[src/rtl/csr_llbit_unit.sv]
// csr_llbit_unit: execute-side responder for CSRRD/CSRWR/CSRXCHG and LL.W/SC.W.
// Holds CRMD, PRMD, ERA, SAVE0-3, TID, LLBCTL (KLO) and the LLBit. It returns the
// rd writeback through a one-deep registered response slot with valid/ready,
// and applies exception-entry and ERTN side effects.

`ifndef ALU_CSRRD
`define ALU_CSRRD   8'h80
`endif
`ifndef ALU_CSRWR
`define ALU_CSRWR   8'h81
`endif
`ifndef ALU_CSRXCHG
`define ALU_CSRXCHG 8'h82
`endif
`ifndef ALU_LLW
`define ALU_LLW     8'h83
`endif
`ifndef ALU_SCW
`define ALU_SCW     8'h84
`endif

module csr_llbit_unit #(
    parameter logic [31:0] CRMD_RST = 32'h0000_0008,
    parameter logic [31:0] TID_RST  = 32'h0
) (
    input  logic        clk,
    input  logic        rst_n,
    input  logic        req_valid,
    output logic        req_ready,
    input  logic [7:0]  req_aluop,
    input  logic [13:0] req_csr_addr,
    input  logic [31:0] req_wdata,
    input  logic [31:0] req_mask,
    input  logic [4:0]  req_rd,
    output logic        resp_valid,
    input  logic        resp_ready,
    output logic        resp_we,
    output logic [4:0]  resp_rd,
    output logic [31:0] resp_data,
    output logic        sc_success,
    input  logic        excp_valid,
    input  logic [31:0] excp_pc,
    input  logic        ertn_valid,
    input  logic        flush,
    output logic        llbit,
    output logic [1:0]  crmd_plv,
    output logic        crmd_ie,
    output logic [31:0] era_out
);

    localparam logic [13:0] A_CRMD   = 14'h0;
    localparam logic [13:0] A_PRMD   = 14'h1;
    localparam logic [13:0] A_ERA    = 14'h6;
    localparam logic [13:0] A_SAVE0  = 14'h30;
    localparam logic [13:0] A_SAVE1  = 14'h31;
    localparam logic [13:0] A_SAVE2  = 14'h32;
    localparam logic [13:0] A_SAVE3  = 14'h33;
    localparam logic [13:0] A_TID    = 14'h40;
    localparam logic [13:0] A_LLBCTL = 14'h60;

    // CSR state. CRMD keeps only its architected bits [8:0]: PLV[1:0], IE[2], DA.. DATM.
    logic [8:0]  r_crmd;
    logic [2:0]  r_prmd;
    logic [31:0] r_era;
    logic [31:0] r_save0;
    logic [31:0] r_save1;
    logic [31:0] r_save2;
    logic [31:0] r_save3;
    logic [31:0] r_tid;
    logic        r_llbit;
    logic        r_klo;

    // Response slot
    logic        r_resp_valid;
    logic        r_resp_we;
    logic [4:0]  r_resp_rd;
    logic [31:0] r_resp_data;
    logic        r_sc_success;

    logic        w_accept;
    logic        w_is_csr;
    logic        w_is_llw;
    logic        w_is_scw;
    logic        w_csr_we;
    logic [31:0] w_rdata;
    logic [31:0] w_new;

    // Exception/ERTN/flush own the cycle; otherwise accept when the slot frees up.
    assign req_ready = !excp_valid && !ertn_valid && !flush && (!r_resp_valid || resp_ready);
    assign w_accept  = req_valid && req_ready;
    assign w_is_csr  = (req_aluop == `ALU_CSRRD) || (req_aluop == `ALU_CSRWR) ||
                       (req_aluop == `ALU_CSRXCHG);
    assign w_is_llw  = (req_aluop == `ALU_LLW);
    assign w_is_scw  = (req_aluop == `ALU_SCW);
    assign w_csr_we  = w_accept && ((req_aluop == `ALU_CSRWR) || (req_aluop == `ALU_CSRXCHG));

    // Read mux: current (old) value of the addressed CSR, 0 for unimplemented numbers.
    always_comb begin
        w_rdata = 32'h0;
        case (req_csr_addr)
            A_CRMD:   w_rdata = {23'h0, r_crmd};
            A_PRMD:   w_rdata = {29'h0, r_prmd};
            A_ERA:    w_rdata = r_era;
            A_SAVE0:  w_rdata = r_save0;
            A_SAVE1:  w_rdata = r_save1;
            A_SAVE2:  w_rdata = r_save2;
            A_SAVE3:  w_rdata = r_save3;
            A_TID:    w_rdata = r_tid;
            A_LLBCTL: w_rdata = {29'h0, r_klo, 1'b0, r_llbit};
            default:  w_rdata = 32'h0;
        endcase
    end

    // Effective new value: full replace for CSRWR, masked merge for CSRXCHG.
    always_comb begin
        w_new = w_rdata;
        if (req_aluop == `ALU_CSRWR) begin
            w_new = req_wdata;
        end else if (req_aluop == `ALU_CSRXCHG) begin
            w_new = (w_rdata & ~req_mask) | (req_wdata & req_mask);
        end
    end

    // CRMD/PRMD/ERA: exception entry wins over ERTN; CSR writes cannot coincide with either.
    always_ff @(posedge clk or negedge rst_n) begin
        if (!rst_n) begin
            r_crmd <= CRMD_RST[8:0];
            r_prmd <= 3'h0;
            r_era  <= 32'h0;
        end else if (excp_valid) begin
            r_prmd      <= r_crmd[2:0];
            r_crmd[2:0] <= 3'h0;
            r_era       <= excp_pc;
        end else if (ertn_valid) begin
            r_crmd[2:0] <= r_prmd;
        end else if (w_csr_we) begin
            if (req_csr_addr == A_CRMD) r_crmd <= w_new[8:0];
            if (req_csr_addr == A_PRMD) r_prmd <= w_new[2:0];
            if (req_csr_addr == A_ERA)  r_era  <= w_new;
        end
    end

    // Scratch and TID registers: plain CSR writes only.
    always_ff @(posedge clk or negedge rst_n) begin
        if (!rst_n) begin
            r_save0 <= 32'h0;
            r_save1 <= 32'h0;
            r_save2 <= 32'h0;
            r_save3 <= 32'h0;
            r_tid   <= TID_RST;
        end else if (w_csr_we) begin
            if (req_csr_addr == A_SAVE0) r_save0 <= w_new;
            if (req_csr_addr == A_SAVE1) r_save1 <= w_new;
            if (req_csr_addr == A_SAVE2) r_save2 <= w_new;
            if (req_csr_addr == A_SAVE3) r_save3 <= w_new;
            if (req_csr_addr == A_TID)   r_tid   <= w_new;
        end
    end

    // LLBit/KLO: ERTN clears LLBit unless KLO keeps it (consuming KLO); ops set/clear it.
    always_ff @(posedge clk or negedge rst_n) begin
        if (!rst_n) begin
            r_llbit <= 1'b0;
            r_klo   <= 1'b0;
        end else if (excp_valid) begin
            r_llbit <= r_llbit;
        end else if (ertn_valid) begin
            if (r_klo) r_klo   <= 1'b0;
            else       r_llbit <= 1'b0;
        end else if (w_accept) begin
            if (w_is_llw) begin
                r_llbit <= 1'b1;
            end else if (w_is_scw) begin
                r_llbit <= 1'b0;
            end else if (w_csr_we && (req_csr_addr == A_LLBCTL)) begin
                if (w_new[1]) r_llbit <= 1'b0;
                r_klo <= w_new[2];
            end
        end
    end

    // Response slot: refill on accept, drop on consume, exception or flush.
    always_ff @(posedge clk or negedge rst_n) begin
        if (!rst_n) begin
            r_resp_valid <= 1'b0;
            r_resp_we    <= 1'b0;
            r_resp_rd    <= 5'h0;
            r_resp_data  <= 32'h0;
            r_sc_success <= 1'b0;
        end else if (excp_valid || flush) begin
            r_resp_valid <= 1'b0;
        end else if (w_accept) begin
            r_resp_valid <= 1'b1;
            r_resp_we    <= w_is_csr || w_is_scw;
            r_resp_rd    <= req_rd;
            r_resp_data  <= w_is_csr ? w_rdata : (w_is_scw ? {31'h0, r_llbit} : 32'h0);
            r_sc_success <= w_is_scw && r_llbit;
        end else if (resp_ready) begin
            r_resp_valid <= 1'b0;
        end
    end

    assign resp_valid = r_resp_valid;
    assign resp_we    = r_resp_we;
    assign resp_rd    = r_resp_rd;
    assign resp_data  = r_resp_data;
    assign sc_success = r_sc_success;
    assign llbit      = r_llbit;
    assign crmd_plv   = r_crmd[1:0];
    assign crmd_ie    = r_crmd[2];
    assign era_out    = r_era;

endmodule

[config.mk]
export PLATFORM = sky130hd
export DESIGN_NAME = csr_llbit_unit
export DESIGN_NICKNAME = d
export VERILOG_FILES = /design/src/rtl/csr_llbit_unit.sv
export SDC_FILE = /design/constraint.sdc
export NUM_CORES = 1
export LEC_CHECK = 0
export BUFFER_PORTS_ARGS = -buffer_cell sky130_fd_sc_hd__buf_2
export CAP_MARGIN = 25
export CORE_AREA = 2 2 155 157
export CTS_CLUSTER_SIZE = 28
export DETAILED_ROUTE_END_ITERATION = 16
export DIE_AREA = 0 0 157 159
export GPL_TIMING_DRIVEN = 0
export PLACE_DENSITY = 0.73
export SYNTH_ARGS = -nofsm -noshare
export SYNTH_HDL_FRONTEND = slang
export SYNTH_SLANG_ARGS = --single-unit
[constraint.sdc]
create_clock -name clk -period 2.6 [get_ports clk]
set_input_delay 0.13 -clock clk [delete_from_list [all_inputs] [get_ports clk]]
set_output_delay 0.13 -clock clk [all_outputs]
set_load 0.03 [all_outputs]
---- Yosys cells after proc, flatten, opt, wreduce, memory -nomap -nowiden ----
Index checks and enable logic that the tools add are counted.
storage, ports and cells
  input bits .............................. 130
  register bits after elaboration ......... 246
cells by class
  muxes and demuxes ....................... 32
  equal/unequal tests ..................... 17
  bitwise gates (word level) .............. 7
  reductions and logical operators ........ 40
operators by type and width
  operator                                                                count
  32-bit one-hot mux with 9 select lines                                  1
  32-bit two-way mux                                                      7
  32-bit bitwise AND                                                      2
  14-bit by 6-bit equality test with 1-bit output, second input constant  4
  8-bit equality test, second input constant                              5
  32-bit NOT                                                              1
  32-bit bitwise OR                                                       1
  14-bit by 7-bit equality test with 1-bit output, second input constant  2
  3-bit two-way mux                                                       8
  1-bit two-way mux                                                       16
  14-bit by 1-bit equality test with 1-bit output, second input constant  1
  14-bit by 3-bit equality test with 1-bit output, second input constant  1
  14-bit logical NOT                                                      1
  2-bit AND reduction                                                     7
  5-bit AND reduction                                                     2
  2-bit nonzero test                                                      5
  3-bit nonzero test                                                      3
  2-bit != test, second input constant                                    4
  4-bit nonzero test                                                      2
  1-bit logical AND                                                       7
  1-bit logical OR                                                        6
  3-bit AND reduction                                                     2
  1-bit logical NOT                                                       4
  4-bit AND reduction                                                     1
  1-bit NOT                                                               3

---- Logic depth before layout (Yosys ltp) ----
Gate-level depths: netlist of run 1.
  word-level depth ........................ 12
  depth in mapped cells ................... 10
  mapped depth without buffers ............ 6

---- Worst setup path before layout of run 1 ----
Ideal clock, no wire load.
  kind .................................... reg-to-reg
  start point ............................. reg r_resp_valid, in the netlist resp_valid
  end point ............................... reg r_save2[24]
  data required time ...................... 2464 ps
  library setup time ...................... 136 ps
  path slack .............................. 185 ps
  buffers on the path ..................... 3
  cell stages (with the launch flop) ...... 10
  arrival ................................. 2279 ps
  path through ............................ dfrtp_1 -> nor2b_1 -> or4_1 -> buf_2 -> nor4_4 -> nand3_1 -> buf_2 -> buf_2 -> nand2_1 -> o21ai_0
between the ends
  longest elaborated chain between the ends .. 6
ends and longest elaborated chain
  what                           RTL line  RTL
  start: declaration             74        logic r_resp_valid;
  start signal: assignment       185       r_resp_valid <= 1'b0;
  start signal: assignment       191       r_resp_valid <= 1'b0;
  start signal: assignment       193       r_resp_valid <= 1'b1;
  1-bit logical NOT              89        assign req_ready = !excp_valid && !ertn_valid && !flush && (!r_resp_valid || resp_ready);
  1-bit logical OR               89
  1-bit logical AND              89
  1-bit logical AND              90        assign w_accept = req_valid && req_ready;
  1-bit logical AND              95        assign w_csr_we = w_accept && ((req_aluop == `ALU_CSRWR) || (req_aluop == `ALU_CSRXCHG));
  2-bit AND reduction (no line)  --
  end signal: assignment         154       if (req_csr_addr == A_SAVE2) r_save2 <= w_new;
  end: declaration               67        logic [31:0] r_save2;
No other way between the ends.
A chain may end at the register's enable or synchronous reset.

---- Worst setup path in the final report of run 1 ----
  start point ............................. reg r_resp_valid, in the netlist resp_valid
  end point ............................... reg r_save1[12]
between the ends
  longest elaborated chain between the ends .. 6
ends and longest elaborated chain
  what                           RTL line  RTL
  1-bit logical NOT              89
  1-bit logical OR               89
  1-bit logical AND              89
  1-bit logical AND              90
  1-bit logical AND              95
  2-bit AND reduction (no line)  --
  end signal: assignment         153       if (req_csr_addr == A_SAVE1) r_save1 <= w_new;
  end: declaration               66        logic [31:0] r_save1;
No other way between the ends.

==> reports/qor.csv, run 1 <==
stage,metric,value,unit
layout,fin_nets,1601,
global_routing,grt_antenna_before_repair,0,
sta,post-route-period-util,96.4,%
power,irDropWorstVdd,0.284,mV
setup_path,crit_buf_inv,3,
place,dp_hpwl,28700,um
hold_path,min_path_type,in -> reg,
drt,drtAntennaViolNets,0,
layout,stdcell_count,1810,
setup_path,crit_arrival,2.90,ns
floorplan,initial_core_util,50.5,%
logic_synthesis,synth-seq-cells,246,
power,p_leak,6.61,nW
floorplan,die_area,25000,um2
logic_synthesis,synth_cells,1181,
clock_tree,clock-sinks,246,
global_routing,grt-ovfl-total,0,
floorplan,core_area,23200,um2
status,status,completed,
clock_tree,cts_buffer_depth,3,
sta,setup_viol,0,
layout,syn_to_final_growth,25.0,%
logic_synthesis,synth_nets,1311,
sta,hold_viol,0,
global_routing,grt_pass1_wl,60500,um
flow_run,maxCapViolations,0,
setup_path,cp_max_fo,10,
logic_synthesis,yosysUniqueCellTypes,65,
logic_synthesis,ys.flop_type,dfrtp_1,
floorplan,row_count,56,
power,p_sw,0.00213,W
layout,regArea,6160,um2
clock_tree,clk_pin_slew,0.06,ns
setup_path,cpPeakStageDelay,0.49,ns
logic_synthesis,synthArstFlopShare,100,%
floorplan,die_x,157,um
place,io_buffer_count,204,
sta,min_period,2.51,ns
clock_tree,ctsHtreeMaxLevel,1,
drt,vias,11000,
layout,multi_input_area,5130,um2
setup_path,end_kind,flop,
drt,wl_per_cell,22.1,um
global_routing,grt_pass1_vias,10700,
setup_path,critPathLaunchType,flop,
power,seq_power_share,47.2,%
clock_tree,cts_tree,yes,
logic_synthesis,seq_area_frac_synth,52.6,%
place,dp_cells,1708,
clock_tree,ctsRootBufferMaster,clkbuf_16,
setup_path,critPathSlowestCell,or4_4,
place,place_ws,-0.623,ns
floorplan,fp.dieH,159,um
sta,fmax,399,MHz
setup_path,cp.required,2.99,ns
power,internal-power,0.00625,W
setup_path,critical_path_class,reg -> reg,
layout,layout-drive-gt1-share,24.7,%
layout,final.fill_count,1866,
drt,drtIter0Drc,1341,
drt,first_pass_iters,5,
power,swShare,25.4,%
power,pwr_density_cell,572,nW/um2
logic_synthesis,synth.largest_area_cell,dfrtp_1,
drt,route.detailed.drc,0,
clock_tree,numCtsBuffers,27,
global_routing,grt_start_max_net_pins,123,
logic_synthesis,ys_top_cells_by_count,"dfrtp_1 (245), nand2_1 (226), o21ai_0 (141), a22oi_1 (72), o21ai_1 (64)",
power,clkPwrFrac,43.9,%
layout,diodes,0,
logic_synthesis,synth_area_leaders,"dfrtp_1 (52%), nand2_1 (7.2%), o21ai_0 (6.0%)",
logic_synthesis,yosys_warnings,0,
sta,skew,0.00980,ns
logic_synthesis,synth.top_cell.area_share,52.3,%
setup_path,path_cells,nor2b_1 -> or4_4 -> buf_6 -> nor3_4 -> nand4_1 -> buf_4 -> clkbuf_2 -> nand2_1 -> o21ai_0,
logic_synthesis,netlist_area,11700,um2
sta,tightest_slew,1.12,ns
logic_synthesis,synth-edff-count,0,
sta,maxSlewHeadroom,24.5,%
setup_path,cp_top_family,simple AND/OR/NAND/NOR gates,
drt,wl,39900,um
sta,worst_slack,0.0931,ns
place,gp_congestion,0.949,
logic_synthesis,synth.most_common_cell,dfrtp_1,
sta,slew_viol_final,0,
logic_synthesis,avgSynthCellArea,9.92,um2
power,power.share.combinational,9.0,%
drt,routed_via_density,6.06,
floorplan,num_io_pins,207,
clock_tree,clk_latency,0.54,ns
global_routing,grt_usage,31.7,%
[metrics by stage]
stage | util [%] | hold WS [ns] | cell area, um2 | TNS, ns | total power, W
floorplan | - | -0.166 | 11700 | 0 | 0.00435
global placement | 56.6 | 0.312 | 13100 | -776.46 | 0.00469
detailed placement | 57.0 | 0.00663 | 13200 | -53.33 | 0.00471
CTS | 62.7 | 0.00551 | 14500 | 0 | 0.00836
global route | 63.1 | 0.0600 | 14600 | -0.00492 | 0.00859
finish | 63.1 | 0.00893 | 14600 | 0 | 0.00838
[final timing paths]
check,slack (ns),cells after the start,to,startpoint
setup / recovery,0.09,9,r_save1[12],resp_valid
hold / removal,0.009,4,sc_success,req_aluop[0]
setup reg to reg,0.09,9,r_save1[12],resp_valid
hold reg to reg,0.47,2,resp_rd[3],resp_rd[3]
max in group asynchronous,1.70,3,resp_data[24],rst_n
min in group asynchronous,0.04,2,r_save3[3],rst_n
[routing by layer]
layer | GRT usage [%] | routed length, um | vias to the layer above | part of all wire, %
met5 | 0 | 0 | - | 0
met4 | 10.3 | 1170 | 0 | 2.9
met3 | 6.80 | 4000 | 89 | 10
met2 | 48.9 | 18200 | 634 | 45
met1 | 44.9 | 16600 | 5381 | 42
li1 | - | - | 4859 | -
[cell families (layout without fill, tap and decap cells)]
logic type             after synthesis  count (layout)  share of synthesized area [%]
AOI/OAI and AO/OA                  405             405                           21.0
buffers and inverters               96             406                           3.82
muxes                               50              50                           7.03
and+or+nand+nor                    384             384                           15.5
DFF                                246             246                           52.6
[worst min-delay path: cells and delay by family]
kind | cells | cell delay, ns
AND/OR/NAND/NOR | 3 | 0.24
buffers and inverters | 1 | 0.13
[state kept, by name, indices dropped and copies added, names as in the netlist]
signal / flops
r_save0: 32
sc_success: 1
r_tid: 32
resp_rd: 5
r_save1: 32
r_prmd: 3
r_save2: 32
llbit: 1
resp_we: 1
resp_data: 32
era_out: 32
r_crmd: 9
resp_valid: 1
r_klo: 1
r_save3: 32
[placed cells by master, fill, tap and decap left out, drive strengths merged, types with 2 or more instances in the layout]
master       Yosys  routed
a21oi           53      53
a221o            3       3
a22o            30      30
a22oi           72      72
a31oi            2       2
a32oi            3       3
and2             6       6
and3            10      10
and3b            2       2
and4             2       2
buf             44     262
clkbuf          46      84
clkinv           0       7
dfrtp          245     245
dlygate4sd3      0      44
inv              6       9
mux2             8       8
mux2i           17      17
mux4            25      25
nand2          226     226
nand2b           5       5
nand3           14      14
nand4            7       7
nor2            62      62
nor2b            9       9
nor3             7       7
nor3b            9       9
nor4             9       9
nor4b            4       4
nor4bb           2       2
o211ai           8       8
o21ai          205     205
o22ai            6       6
o2bb2ai         12      12
o31ai            4       4
or2              3       3
or4              2       2
[repair_timing]
action                                 4_1_cts  5_1_grt
cloned                                       0        0
buffers inserted                             3        3
pin swaps                                    1        2
gates resized for setup                     10       32
hold buffers                                44        0
endpoints found under the hold margin      286        0
setup endpoints to repair                   87      141
[layout make-up]
class	count	share of cell area (%)
sequential	246	42.1
multi-input combinational	839	35.1
timing repair buffer	261	11.0
clock buffer	39	5.33
buffer	90	3.25
tap	319	2.73
clock inverter	10	0.436
inverter	6	0.154
[power groups by stage]
stage / clock (W) / sequential, W / combinational (W)
floorplan: 0 / 0.00413 / 0.000220
global placement: 0 / 0.00402 / 0.000672
detailed placement: 0 / 0.00402 / 0.000690
CTS: 0.00367 / 0.00395 / 0.000742
global route: 0.00383 / 0.00395 / 0.000804
finish: 0.00367 / 0.00395 / 0.000751
Power figures use the tool's default switching activity.
==> inputs of run 2 (changes only) <==
- CORE_AREA: 2 2 155 157 -> 2 2 148 150
- DIE_AREA: 0 0 157 159 -> 0 0 150 152
- PLACE_DENSITY: 0.73 -> 0.79
==> run 2 against run 1 <==
  * Die area shrank 8.7%
  * Via count up 2.0%
  * Total power shrank 3.4%
  * Combinational power about the same
  * Non-clock buffer count increased by 2
  * Routed wire length up 0.64%
  * Sequential power about the same
  * Setup slack lost 0.060 ns
  * Utilization up 4.8 points
  * Clock power down 7.6%
  * Cell area shrank 0.89%
  * First-iteration DRC count fell by 9.5%
  * Critical path type unchanged
  * Largest cell class unchanged
  * Largest power group unchanged
==> reports/qor.csv, run 2 (synthesis gave the netlist of run 1 again) <==
stage,metric,value,unit
status,status,completed,
hold_path,hold_start,req_aluop[2],
clock_tree,cts_tree,yes,
flow_run,maxCapViolations,0,
clock_tree,clk_pin_slew,0.07,ns
drt,vias,11200,
global_routing,grt_pass1_wl,61100,um
place,dp_hpwl,28200,um
power,pwr_density_cell,558,nW/um2
place,dp_cells,1669,
sta,slew_viol_final,0,
clock_tree,ctsRootBufferMaster,clkbuf_16,
global_routing,grt_antenna_before_repair,0,
floorplan,die_x,150,um
setup_path,crit_arrival,2.94,ns
setup_path,critPathLaunchType,flop,
drt,drtIter0Drc,1214,
layout,mostFrequentLayoutCell,dfrtp_1,
layout,multi_input_area,5160,um2
layout,layout-drive-gt1-share,24.9,%
setup_path,cp.required,2.97,ns
drt,routed_via_density,6.32,
hold_path,min_path_type,in -> reg,
sta,setup_viol,0,
drt,wl_per_cell,22.7,um
clock_tree,numCtsBuffers,24,
sta,post-route-period-util,98.7,%
sta,maxSlewHeadroom,29.6,%
sta,min_period,2.57,ns
layout,stdcell_count,1768,
setup_path,r2r_start,resp_valid,
drt,wl,40200,um
sta,hold_viol,0,
power,irDropWorstVdd,0.401,mV
sta,fmax,390,MHz
floorplan,num_io_pins,207,
global_routing,grt_start_max_net_pins,128,
layout,syn_to_final_growth,23.9,%
setup_path,cp_max_fo,10,
layout,regArea,6160,um2
global_routing,grt_usage,34.8,%
setup_path,r2r_end,era_out[18],
clock_tree,clk_latency,0.53,ns
layout,fin_nets,1600,
power,p_leak,6.56,nW
clock_tree,cts_buffer_depth,3,
place,io_buffer_count,204,
hold_path,holdPathStages,4,
floorplan,row_count,54,
drt,route.detailed.drc,0,
place,gp_congestion,1.00,
floorplan,initial_core_util,54.9,%
global_routing,grt_pass1_vias,11000,
drt,first_pass_iters,6,
setup_path,r2r_cells,9,
floorplan,fp.dieH,152,um
clock_tree,ctsHtreeMaxLevel,1,
setup_path,r2r_setup_slack,0.03,ns
setup_path,critical_path_class,reg -> reg,
clock_tree,clock-sinks,246,
sta,tightest_slew,1.03,ns
layout,utilization,68.0,%
sta,worst_slack,0.0331,ns
layout,diodes,0,
global_routing,grt-ovfl-total,0,
sta,skew,0.00889,ns
setup_path,end_kind,flop,
layout,final.fill_count,1553,
hold_path,min_to,resp_we,
floorplan,core_area,21400,um2
layout,final_cell_mix,"dfrtp_1 (245), buf_2 (233), nand2_1 (225), o21ai_0 (141), a22oi_1 (71)",
drt,drtAntennaViolNets,0,
place,place_ws,-0.590,ns
floorplan,die_area,22800,um2
[run 2: cell types whose count changed in the layout (fill, tap and decap cells not counted), sizes merged]
cell,delta
buf,+2
clkinvlp,+1
clkbuf,-2
inv,-3
dlygate4sd3,-1
[run 2: per-layer routing]
layer / GRT usage (%) / share of wire (%) / vias up
li1: - / - / 4836
met1: 46.5 / 38 / 5388
met2: 53.5 / 45 / 812
met3: 9.82 / 13 / 143
met4: 14.8 / 4.0 / 0
met5: 0 / 0 / -
[run 2: area by class of cell]
| class | count | share of cell area [%] |
|---|---|---|
| Clock inverter | 8 | 0.371 |
| Multi-Input combinational cell | 839 | 35.5 |
| Buffer | 90 | 3.21 |
| Tap cell | 280 | 2.41 |
| Clock buffer | 36 | 4.86 |
| Sequential cell | 246 | 42.4 |
| Inverter | 6 | 0.155 |
| Timing Repair Buffer | 263 | 11.0 |
[run 2: power by group]
group | internal [W] | switching, W | total, W
combinational | 0.000264 | 0.000486 | 0.000750
clock | 0.00188 | 0.00151 | 0.00339
sequential | 0.00389 | 0.0000611 | 0.00395
total | 0.00604 | 0.00205 | 0.00809
[run 2: worst max-delay path: stages (launching register included)]
cell,delay [ns]
dfrtp_1,0.38
nor2b_2,0.18
or4_1,0.49
buf_6,0.16
nor3_4,0.18
buf_4,0.24
a21oi_2,0.19
buf_2,0.26
a22oi_1,0.19
o21ai_0,0.14
[run 2: how the worst max path moves through the flow]
stage                               start       endpoint  slack (ns)  cells past startpoint
after floorplan                resp_valid    r_save2[24]        0.18                      9
final                          resp_valid    era_out[18]        0.03                      9
after global routing      req_csr_addr[4]    r_save3[28]      -0.008                      9
after CTS                      resp_valid    r_save1[25]      0.0009                      9
after detailed placement  req_csr_addr[1]      r_tid[29]       -0.59                      8
after global placement              rst_n  resp_data[22]       -2.87                      1
[run 2: repair_timing]
action	in CTS	in global routing
gates resized for setup	11	30
endpoints found under the hold margin	160	0
setup buffers	3	8
setup endpoints to repair	76	129
pin swaps	1	1
hold buffers	43	0
[run 2: stage by stage]
step,area (um2),power (W),TNS [ns],hold WS [ns]
finish,14500,0.00809,0,0.0299
global route,14500,0.00830,-0.0203,0.0504
CTS,14400,0.00806,0,0.0191
detailed placement,13100,0.00470,-40.94,0.282
global placement,13100,0.00468,-738.18,0.313
floorplan,11700,0.00435,0,-0.166
==> inputs of run 3 (changes only) <==
- CORE_AREA: 2 2 148 150 -> 2 2 155 157
- DIE_AREA: 0 0 150 152 -> 0 0 157 159
- PLACE_DENSITY: 0.79 -> 0.76
- clock period: 2.6 -> 2.3 ns (I/O delays scaled with it)
==> run 3 against run 2 <==
  * The run now ends with negative hold slack, negative setup slack left
  * Die area is 9.5% higher
  * Cell area is 9.1% higher
  * Utilization is 0.31 points higher
  * Clock skew is 0.020 ns higher
  * Critical endpoint is now r_tid[13]
  * Global-route usage is 2.0 points lower
  * Combinational power is 17% higher
  * Sequential share of layout area is 3.5 points lower
  * Largest cell class unchanged
  * Clock-buffer cell count is 7 higher
==> reports/qor.csv, run 3 (synthesis gave the netlist of run 1 again) <==
stage,metric,value,unit
power,seq_power_share,47.5,%
drt,drtIter0Drc,1538,
setup_path,r2r_setup_slack,-0.06,ns
place,dp_hpwl,29000,um
drt,vias,11600,
global_routing,grt-ovfl-total,0,
setup_path,end_kind,flop,
sta,post-route-period-util,103,%
setup_path,cp.required,2.69,ns
status,status,"finished, violations left",
setup_path,crit_arrival,2.75,ns
global_routing,grt_pass1_vias,10800,
global_routing,grt_pass1_wl,62700,um
clock_tree,numCtsBuffers,26,
floorplan,die_x,157,um
drt,routed_via_density,6.31,
power,pwr_density_cell,594,nW/um2
flow_run,maxCapViolations,0,
setup_path,cpPeakStageDelay,0.58,ns
power,clkPwrFrac,43.1,%
setup_path,critPathLaunchType,flop,
floorplan,fp.dieH,159,um
sta,skew,0.0286,ns
power,p_sw,0.00237,W
hold_path,holdPathStages,3,
sta,tightest_slew,1.08,ns
drt,route.detailed.drc,0,
hold_path,min_to,r_tid[12],
layout,fin_nets,1629,
power,power.share.combinational,9.3,%
setup_path,path_cells,nor2b_4 -> or4_4 -> nor4_4 -> buf_6 -> buf_12 -> nand2_8 -> buf_12 -> clkbuf_16 -> nand2_1 -> o21ai_1,
place,gp_congestion,0.954,
layout,stdcell_area,15800,um2
floorplan,row_count,56,
sta,whs,-0.0284,ns
setup_path,crit_path_frequent_cell,buf_12,
sta,min_period,2.36,ns
place,dp_cells,1710,
clock_tree,ctsRootBufferMaster,clkbuf_16,
sta,worst_slack,-0.0615,ns
place,io_buffer_count,204,
global_routing,grt_start_max_net_pins,107,
sta,fmax,423,MHz
power,swShare,25.2,%
floorplan,num_io_pins,207,
layout,layout-drive-gt1-share,33.9,%
setup_path,r2r_start,resp_valid,
drt,wl_per_cell,23.6,um
clock_tree,cts_buffer_depth,3,
setup_path,r2r_end,r_tid[13],
floorplan,core_area,23200,um2
drt,wl,43300,um
layout,final_cell_mix,"dfrtp_1 (244), buf_2 (226), nand2_1 (173), o21ai_1 (99), o21ai_0 (75)",
floorplan,initial_core_util,50.5,%
hold_path,hold_start,req_wdata[12],
place,placed_area,13300,um2
clock_tree,clk_pin_slew,0.07,ns
layout,stdcell_count,1836,
setup_path,cp_max_fo,7,
clock_tree,cts_tree,yes,
clock_tree,ctsHtreeMaxLevel,1,
floorplan,die_area,25000,um2
sta,hold_viol,13,
drt,drtAntennaViolNets,0,
clock_tree,clock-sinks,246,
clock_tree,clk_latency,0.56,ns
sta,rsz0062_at_grt,yes,
layout,syn_to_final_growth,35.2,%
global_routing,grt_antenna_before_repair,0,
sta,setup_viol,29,
sta,maxSlewHeadroom,27.2,%
global_routing,grt_usage,32.7,%
sta,slew_viol_final,0,
layout,diodes,0,
power,irDropWorstVdd,0.386,mV
power,internal-power,0.00703,W
setup_path,critical_path_class,reg -> reg,
status,violations,"negative hold slack, negative setup slack",
setup_path,critPathSlowestCell,or4_4,
drt,first_pass_iters,7,
hold_path,min_path_type,in -> reg,
setup_path,r2r_cells,10,
power,p_leak,7.06,nW
layout,mostFrequentLayoutCell,dfrtp_1,
[run 3: changes by cell type in the layout (fill, tap and decap cells not counted), moves of 9 or more]
cell	change
o21ai_0	-66
nand2_1	-52
o21ai_1	+35
nand2_2	+34
o21ai_2	+30
nand2_4	+17
clkbuf_1	-12
clkbuf_16	+10
buf_8	+9
[run 3: power by group through the flow]
| stage | registers, W | clock network (W) | logic, W |
|---|---|---|---|
| global route | 0.00447 | 0.00423 | 0.000941 |
| floorplan | 0.00466 | 0 | 0.000249 |
| detailed placement | 0.00454 | 0 | 0.000778 |
| finish | 0.00447 | 0.00405 | 0.000879 |
| CTS | 0.00447 | 0.00403 | 0.000843 |
| global placement | 0.00455 | 0 | 0.000754 |
[run 3: timing repair]
action / 4_1_cts / 5_1_grt
endpoints found under the setup margin: 191 / 204
pin swaps: 15 / 29
cloned: 3 / 6
resized for setup: 95 / 213
hold buffers: 44 / 6
hold endpoints to repair: 183 / 10
buffers inserted: 15 / 9
[run 3: metal layers]
metal	routed length [um]	GRT usage (%)	share of wire (%)	vias up
li1	-	-	-	4925
met1	16700	46.3	38	5693
met2	20300	51.3	47	853
met3	4870	5.96	11	120
met4	1470	10.9	3.4	0
met5	0	0	0	-
[run 3: cell type report]
cell class	count	area, um2
plain buffers	88	648
clock buffers	43	785
clock inverters	3	26.3
fillers	1635	7360
inverters	6	22.5
multi-input cells	839	5720
flip-flops and latches	246	6160
well taps	319	399
repair buffers	292	2070
[run 3: worst max-delay path by stage]
stage	startpoint	to	slack, ns	cells after the start
floorplan	resp_valid	llbit	-0.02	7
finish	resp_valid	r_tid[13]	-0.06	10
CTS	resp_valid	llbit	-0.003	7
global placement	rst_n	resp_valid	-3.70	1
global route	resp_valid	r_tid[13]	-0.08	10
detailed placement	req_csr_addr[1]	r_save3[28]	-0.81	8
[run 3: worst max-delay path: cells and delay by family (launching register included)]
| kind | cells | cell delay [ns] |
|---|---|---|
| compound gates | 1 | 0.05 |
| buf+inv | 4 | 0.62 |
| flops | 1 | 0.40 |
| simple gates | 5 | 1.14 |
[run 3: stage by stage]
step                worst slack [ns]  util [%]  setup TNS, ns  hold WS, ns  power, W
floorplan                    -0.0166         -        -0.0166       -0.181   0.00491
global placement               -3.70      56.8        -907.16        0.293   0.00530
detailed placement            -0.814      57.2        -101.67       0.0297   0.00532
CTS                         -0.00300      64.5       -0.00300      0.00381   0.00934
global route                 -0.0835      68.3          -2.81     -0.00155   0.00965
finish                       -0.0615      68.3         -0.510      -0.0284   0.00940
